## src/rtl/xbar_master_arbiter.sv

```systemverilog
// xbar_master_arbiter: shares one master port between the two slave-side
// port handlers, serialises their requests and steers read responses back.
//
// Ports:
//   aclk, areset            clock, asynchronous active-high reset
//   s_req/s_cmd             per-port request and command (1 = READ)
//   s0_/s1_addr, _wdata     per-port address and write data
//   s_ack, s_resp, s_rdata  per-port accept pulse, read response, read data
//   m_req/m_cmd/m_addr/
//   m_wdata                 latched request towards the master
//   m_ack, m_resp, m_rdata  master accept, read response, read data
//   err_resp                sticky: read response with nothing outstanding
//
// Config macro XBAR_ARB_RR_EN: defined = round-robin between the two ports,
// undefined = fixed priority with port 0 winning ties.
module xbar_master_arbiter #(
    parameter int AWIDTH   = 32,
    parameter int DWIDTH   = 32,
    parameter int RD_DEPTH = 4
) (
    input  logic              aclk,
    input  logic              areset,
    input  logic [1:0]        s_req,
    input  logic [1:0]        s_cmd,
    input  logic [AWIDTH-1:0] s0_addr,
    input  logic [AWIDTH-1:0] s1_addr,
    input  logic [DWIDTH-1:0] s0_wdata,
    input  logic [DWIDTH-1:0] s1_wdata,
    output logic [1:0]        s_ack,
    output logic [1:0]        s_resp,
    output logic [DWIDTH-1:0] s_rdata,
    output logic              m_req,
    output logic              m_cmd,
    output logic [AWIDTH-1:0] m_addr,
    output logic [DWIDTH-1:0] m_wdata,
    input  logic              m_ack,
    input  logic              m_resp,
    input  logic [DWIDTH-1:0] m_rdata,
    output logic              err_resp
);

    localparam int PW = $clog2(RD_DEPTH);
    localparam int CW = PW + 1;

    typedef enum logic {
        IDLE,
        BUSY
    } state_e;

    state_e              state_q, state_d;
    logic                g_q, g_d;
    logic                cmd_q, cmd_d;
    logic [AWIDTH-1:0]   addr_q, addr_d;
    logic [DWIDTH-1:0]   wdata_q, wdata_d;

    // Read-ID FIFO: one bit per entry holding the issuing port.
    logic [RD_DEPTH-1:0] ids_q;
    logic [PW-1:0]       wp_q;
    logic [PW-1:0]       rp_q;
    logic [CW-1:0]       cnt_q;
    logic                err_q;

    logic                rd_full;
    logic [1:0]          elig;
    logic                win;
    logic                push;
    logic                pop;

    // Eligibility uses the registered count only, so a same-cycle pop
    // never unblocks a read until the following cycle.
    assign rd_full = (cnt_q == CW'(RD_DEPTH));
    assign elig[0] = s_req[0] & (~s_cmd[0] | ~rd_full);
    assign elig[1] = s_req[1] & (~s_cmd[1] | ~rd_full);

`ifdef XBAR_ARB_RR_EN
    logic last_q, last_d;

    // On a tie the port that did not win last time goes first.
    assign win = (elig == 2'b11) ? ~last_q : elig[1];

    always_ff @(posedge aclk or posedge areset) begin
        if (areset) begin
            last_q <= 1'b1;
        end else begin
            last_q <= last_d;
        end
    end
`else
    // Only meaningful when some port is eligible: port 0 if it can go.
    assign win = ~elig[0];
`endif

    always_comb begin
        state_d = state_q;
        g_d     = g_q;
        cmd_d   = cmd_q;
        addr_d  = addr_q;
        wdata_d = wdata_q;
        m_req   = 1'b0;
        s_ack   = 2'b00;
`ifdef XBAR_ARB_RR_EN
        last_d  = last_q;
`endif
        case (state_q)
            IDLE: begin
                if (|elig) begin
                    state_d = BUSY;
                    g_d     = win;
                    cmd_d   = win ? s_cmd[1] : s_cmd[0];
                    addr_d  = win ? s1_addr : s0_addr;
                    wdata_d = win ? s1_wdata : s0_wdata;
`ifdef XBAR_ARB_RR_EN
                    last_d  = win;
`endif
                end
            end
            BUSY: begin
                m_req = 1'b1;
                if (m_ack) begin
                    state_d = IDLE;
                    s_ack   = g_q ? 2'b10 : 2'b01;
                end
            end
            default: state_d = IDLE;
        endcase
    end

    assign push = (state_q == BUSY) & m_ack & cmd_q;
    assign pop  = m_resp & (cnt_q != '0);

    always_ff @(posedge aclk or posedge areset) begin
        if (areset) begin
            state_q <= IDLE;
            g_q     <= 1'b0;
            cmd_q   <= 1'b0;
            addr_q  <= '0;
            wdata_q <= '0;
            ids_q   <= '0;
            wp_q    <= '0;
            rp_q    <= '0;
            cnt_q   <= '0;
            err_q   <= 1'b0;
        end else begin
            state_q <= state_d;
            g_q     <= g_d;
            cmd_q   <= cmd_d;
            addr_q  <= addr_d;
            wdata_q <= wdata_d;
            if (push) begin
                ids_q[wp_q] <= g_q;
                wp_q        <= wp_q + PW'(1);
            end
            if (pop) begin
                rp_q <= rp_q + PW'(1);
            end
            cnt_q <= cnt_q + CW'(push) - CW'(pop);
            if (m_resp && (cnt_q == '0)) begin
                err_q <= 1'b1;
            end
        end
    end

    assign m_cmd    = cmd_q;
    assign m_addr   = addr_q;
    assign m_wdata  = wdata_q;
    assign s_resp   = pop ? (ids_q[rp_q] ? 2'b10 : 2'b01) : 2'b00;
    assign s_rdata  = m_rdata;
    assign err_resp = err_q;

endmodule

```

## config.mk

```make
export PLATFORM = sky130hd
export DESIGN_NAME = xbar_master_arbiter
export DESIGN_NICKNAME = d
export VERILOG_FILES = /design/src/rtl/xbar_master_arbiter.sv
export SDC_FILE = /design/constraint.sdc
export NUM_CORES = 1
export LEC_CHECK = 0
export CORE_ASPECT_RATIO = 1.4
export CORE_MARGIN = 1
export CORE_UTILIZATION = 25
export CTS_BUF_LIST = sky130_fd_sc_hd__clkbuf_8 sky130_fd_sc_hd__clkbuf_16
export DETAILED_ROUTE_END_ITERATION = 16
export GPL_TIMING_DRIVEN = 0
export MAX_ROUTING_LAYER = met4
export PLACE_DENSITY = 0.64
export SYNTH_ARGS = -nofsm -noshare
export SYNTH_HDL_FRONTEND = slang
export SYNTH_SLANG_ARGS = --single-unit
```

## constraint.sdc

```tcl
create_clock -name aclk -period 3.25 [get_ports aclk]
set_input_delay 0.65 -clock aclk [delete_from_list [all_inputs] [get_ports aclk]]
set_output_delay 0.65 -clock aclk [all_outputs]
set_load 0.01 [all_outputs]
```

==> run_results.csv <==
group,metric,value,unit
critical_path,rr_startpoint,"state_q",
critical_path,crit_slowest_cell,"clkdlybuf4s50_1",
timing,fmax,377.5,MHz
logic_synthesis,synth.area.top_cells,"dfrtp_1 (43%), a221oi_2 (20%), inv_1 (11%)",
timing,hold-worst-slack,0.4655,ns
logic_synthesis,syn_avg_cell_area,10.13,um2
timing,rsz0062_at_grt,"no",
drt,via_per_inst,4.244,
critical_path,worstPathRequired,2.60,ns
drt,highest_layer,"met4",
logic_synthesis,synth_top_family_by_area,"compound AO/OA/AOI/OAI gates",
critical_path,cpPeakStageDelay,0.54,ns
critical_path,cp_data_arrival_time,2.00,ns
logic_synthesis,synthMuxAreaShare,0.01469,
clock_network,clk_pin_slew,0.06,ns
logic_synthesis,synth_xor_area_frac,0.009521,
critical_path,crit_chain,"clkdlybuf4s50_1 -> nand2b_1 -> inv_1 -> and2_1 -> clkdlybuf4s50_1",
global_routing,grt_usage,0.1522,
drt,initialDrtViolationCount,116,
critical_path,regToRegSetupSlack,0.98,ns
die,num_io_pins,271,
drt,dr.pass1.iters,4,
cells_and_area,stdcell_area,7625,um2
pwr,ir_drop,0.2672,mV
logic_synthesis,netlist_area,4599,um2
pwr,p_per_area,767.4,nW/um2
timing,worstMarginPinSlew,0.5575,ns
critical_path,cp-start-kind,"input port",
critical_path,path_max_fanout,4,
logic_synthesis,async_flop_share,1.000,
logic_synthesis,ys_seq_elements,79,
place,place.gp.congestion,0.7332,
clock_network,cts_hold_buf,0,
timing,hold_viol_final,0,
die,start_util,0.2556,
critical_path,r2r_cells,9,
logic_synthesis,synth_edf_count,0,
logic_synthesis,synth-compound-area-share,0.2187,
die,num_rows,58,
timing,timing.final.crit_share,0.8151,
drt,vias,4023,
cells_and_area,nNetsFinal,879,
global_routing,grt-ovfl-total,0,
clock_network,tritoncts,"done",
die,dieArea,18950,um2
min_path,hp-class,"reg2reg",
drt,wl_met1,5446,um
critical_path,critPathCaptureType,"output port",
drt,wirelength,14000,um
global_routing,grt_pass1_vias,4109,
die,die_w,116.6,um
run_status,run_status,"completed",
place,pre_cts_ws,0.2659,ns
logic_synthesis,synth_flop_cell,"dfrtp_1",
clock_network,htree_levels,3,
global_routing,antenna_found_initial,0,
critical_path,r2r-end,"cnt_q[2]",
cells_and_area,drive_gt1_frac,0.1907,
global_routing,grt_max_degree,42,
drt,drc_errors,0,
timing,maxSlewViolCount,0,
timing,setup_viol,0,
timing,slew_headroom,0.6283,
critical_path,crit_path_start,"m_resp",
timing,fin_setup_tns,0,ns
cells_and_area,syn2layout_area_growth,65.78,%
cells_and_area,diodes,0,
critical_path,crit_top_cell,"clkdlybuf4s50_1",
die,core,18000,um2
pwr,power,0.005851,W
drt,wl_met3,844,um
clock_network,numCtsBuffers,9,
place,dp_hpwl,10530,um
global_routing,grt_pass1_wl,21090,um
logic_synthesis,synthCells,454,
clock_network,post_cts.repair.setup_buffers,0,
critical_path,worstSetupPathType,"in2out",
logic_synthesis,yosysWarnings,0,
logic_synthesis,synth_top_cell_by_area,"dfrtp_1",
logic_synthesis,synthDistinctLibCells,30,
timing,skew,0.008274,ns
logic_synthesis,synth_common_cells,"inv_1 (139), dfrtp_1 (79), nor3_1 (65)",
clock_network,root_buffer,"clkbuf_16",
drt,drt.antenna.violating_nets,0,
timing,fin_crit,2.649,ns
clock_network,cts.path.max_buffers,2,
flow_run,drv_cap,0,
drt,post_drt_wl_per_cell,14.77,um
drt,dr_wl_met2,7441,um
logic_synthesis,synthSimpleGateAreaFrac,0.09304,
logic_synthesis,yosysSeqAreaShare,0.4298,
pwr,p_leak,3.556,nW
logic_synthesis,synthAdderAreaFrac,0.02067,
timing,fin_ws,0.6010,ns
clock_network,cts-resized-gates,0,
clock_network,clkSinkCount,79,
place,placed_area,7312,um2
logic_synthesis,synth.most_common_cell,"inv_1",
logic_synthesis,synth_top_area_share,0.4298,
die,die_h,162.5,um
place,io_buffers,238,
clock_network,clock_latency,0.34,ns
critical_path,crit_end,"s_resp[1]",
cells_and_area,fillers,1828,
logic_synthesis,synth_nets,629,
==> stage by stage <==
stage	std cells	utilization
2_1_floorplan	454	-
3_3_place_gp	932	0.4046
3_5_place_dp	933	0.4063
4_1_cts	948	0.4237
5_1_grt	948	0.4237
6_report	948	0.4237
==> area by class of cell <==
cell class	count	area, um2	area share
multi-input cells	174	1640	0.2151
clock buffers	9	225.2	0.02954
plain buffers	62	460.4	0.06039
well taps	240	300.3	0.03938
inverters	139	524.3	0.06876
repair buffers	239	2410	0.3160
clock inverters	6	87.58	0.01149
flip-flops and latches	79	1977	0.2593
==> cells in the final DEF (no fill, tap or decap), drive strengths merged, types with 6 or more instances in the layout <==
cell type	synthesis	routed
dfrtp	79	79
nand2	7	7
clkdlybuf4s50	0	238
nor3	65	65
a221oi	64	64
ha	6	6
buf	52	53
clkbuf	10	19
inv	139	140
==> state kept, by name, summed over array words and instances (netlist names) <==
name,cells
m_addr,32
m_wdata,32
ids_q,4
cnt_q,3
rp_q,2
wp_q,2
err_resp,1
g_q,1
m_cmd,1
state_q,1
==> routing by layer <==
metal,GRT usage,vias to the layer above
met4,0.05063,0
met2,0.2784,163
li1,-,1966
met5,-,-
met1,0.1589,1880
met3,0.03275,14
==> cell families after synthesis <==
group | count (synthesis)
multiplexers | 5
AO/OA/AOI/OAI | 73
XOR/XNOR | 5
buffers and inverters | 201
adder cells (fa/ha/maj) | 7
flip-flops | 79
AND/OR/NAND/NOR | 84
==> worst min path at each step <==
stage	from	end	slack [ns]	cells after the start
floorplan	rp_q[1]	rp_q[1]	0.45	1
global route	err_resp	err_resp	0.50	1
finish	err_resp	err_resp	0.47	1
global placement	err_resp	err_resp	0.45	1
CTS	err_resp	err_resp	0.47	1
detailed placement	err_resp	err_resp	0.45	1
==> power by group <==
part           internal (W)  switching (W)
clock              0.000668       0.000430
sequential          0.00145       0.000270
combinational       0.00167        0.00136
==> critical path, delay by kind of cell <==
kind                   cells  cell delay (ns)
and+or+nand+nor            2             0.21
buffers and inverters      3             1.14
(Power assumes the default switching activity.)
==> variant: new RTL, same settings <==
The parameter `RD_DEPTH` goes from 4 to 16.
--- a/src/rtl/xbar_master_arbiter.sv
+++ b/src/rtl/xbar_master_arbiter.sv
@@ -16,7 +16,7 @@
 module xbar_master_arbiter #(
     parameter int AWIDTH   = 32,
     parameter int DWIDTH   = 32,
-    parameter int RD_DEPTH = 4
+    parameter int RD_DEPTH = 16
 ) (
     input  logic              aclk,
     input  logic              areset,
Behaviour: not the same (Yosys sat finds a counterexample within 10 cycles, from zero or initial values and one cycle with areset high).
==> variant against the original RTL <==
Routed wire length is 12% higher; via count rose by 12%; setup slack got worse by 0.44 ns; utilization fell by 2.3 points; design area rose by 12%; area after synthesis up 19%; synthesized cell count rose by 17%; first-iteration DRC count is 0.86% lower; sequential cell count rose by 18; total power grew 12%; critical path depth is 1 higher; combinational power up 11%.
==> variant: results <==
power_and_ir_drop:
  p_int_mw: 4.112
  pwr-share-seq_pct: 32.2
  seq-power_mw: 2.11
  p_leak_nw: 4.017
  ir_drop_v: 0.0003505
worst_setup_path:
  path_max_fanout: 6
  crit_arrival_ns: 2.44
  crit_family: "multiplexers"
detailed_routing:
  wl_met1_um: 6428
  drtIter0Drc: 115
  viasPerCell: 4.167
  wl_met3_um: 845
  dr_wl_met2_um: 8268
  num_vias: 4496
  routedWlPerCell_um: 14.59
yosys:
  synth.distinct_cells: 34
  synth_area_leaders: "dfrtp_1, a221oi_2, inv_1, nor2_1, buf_4"
  synth_fa_ha_area_share_pct: 2.648
  synth_cells: 531
  synth-xor-area-share_pct: 1.598
  ys_seq_area_share_pct: 44.29
  synth_top_cells_by_count: "inv_1, dfrtp_1, nor2_1, a221oi_2, buf_4"
  synthMuxAreaShare_pct: 5.708
  syn-num-nets: 710
  synth_compound_area_share_pct: 18.84
layout:
  fin_nets: 960
  layout-drive-gt1-share_pct: 19.08
  fin_util_pct: 40.07
  n_fill_cell: 2151
sta:
  worst_pin_slew_ns: 0.7637
  clock_skew_ns: 0.009703
placement:
  pre_cts_ws_ns: 0.3364
  place_congestion: 0.7609
  placed_area_mm2: 0.008258
  dpl.hpwl_um: 12070
  dp.cells: 1062
global_routing:
  met2_usage_pct: 25.94
  grt_max_degree: 61
  grt_pass1_wl_um: 24350
  grtUsageTotal_pct: 14.50
  grt_pass1_vias: 4689
  grt_util_met3_pct: 3.265
  grtUsageMet1_pct: 16.11
  antenna_found_initial: 1
run_status:
  outcome: "finished clean"
clock_tree:
  path_clk_slew_ns: 0.08
  cts-root-buf: "clkbuf_16"
==> variant: cell types whose count changed in the layout (fill, tap and decap cells not counted), sizes merged, moves of 3 or more <==
cell,change
dfrtp,+18
nor3,-61
inv,+6
xnor2,+4
ha,+4
nand2,+6
mux4,+3
nor2,+76
mux2,+14
buf,-6
==> variant: final timing paths <==
kind	depth (start not counted)	from	end	slack, ns
setup / recovery	6	rp_q[2]	s_resp[0]	0.16
hold / removal	1	err_resp	err_resp	0.46
setup reg to reg	13	cnt_q[3]	cnt_q[4]	0.72
hold reg to reg	1	err_resp	err_resp	0.46
max in group asynchronous	3	areset	m_wdata[28]	1.85
min in group asynchronous	2	areset	m_addr[17]	0.70
==> variant: cell type report <==
type,instances,share of cell area [%]
flip-flops and latches,97,28.36
repair buffers,239,28.15
multi-input cells,235,24.18
inverters,141,6.213
plain buffers,58,5.379
well taps,292,4.268
clock buffers,9,2.631
clock inverters,7,0.7894
diodes,1,0.02924
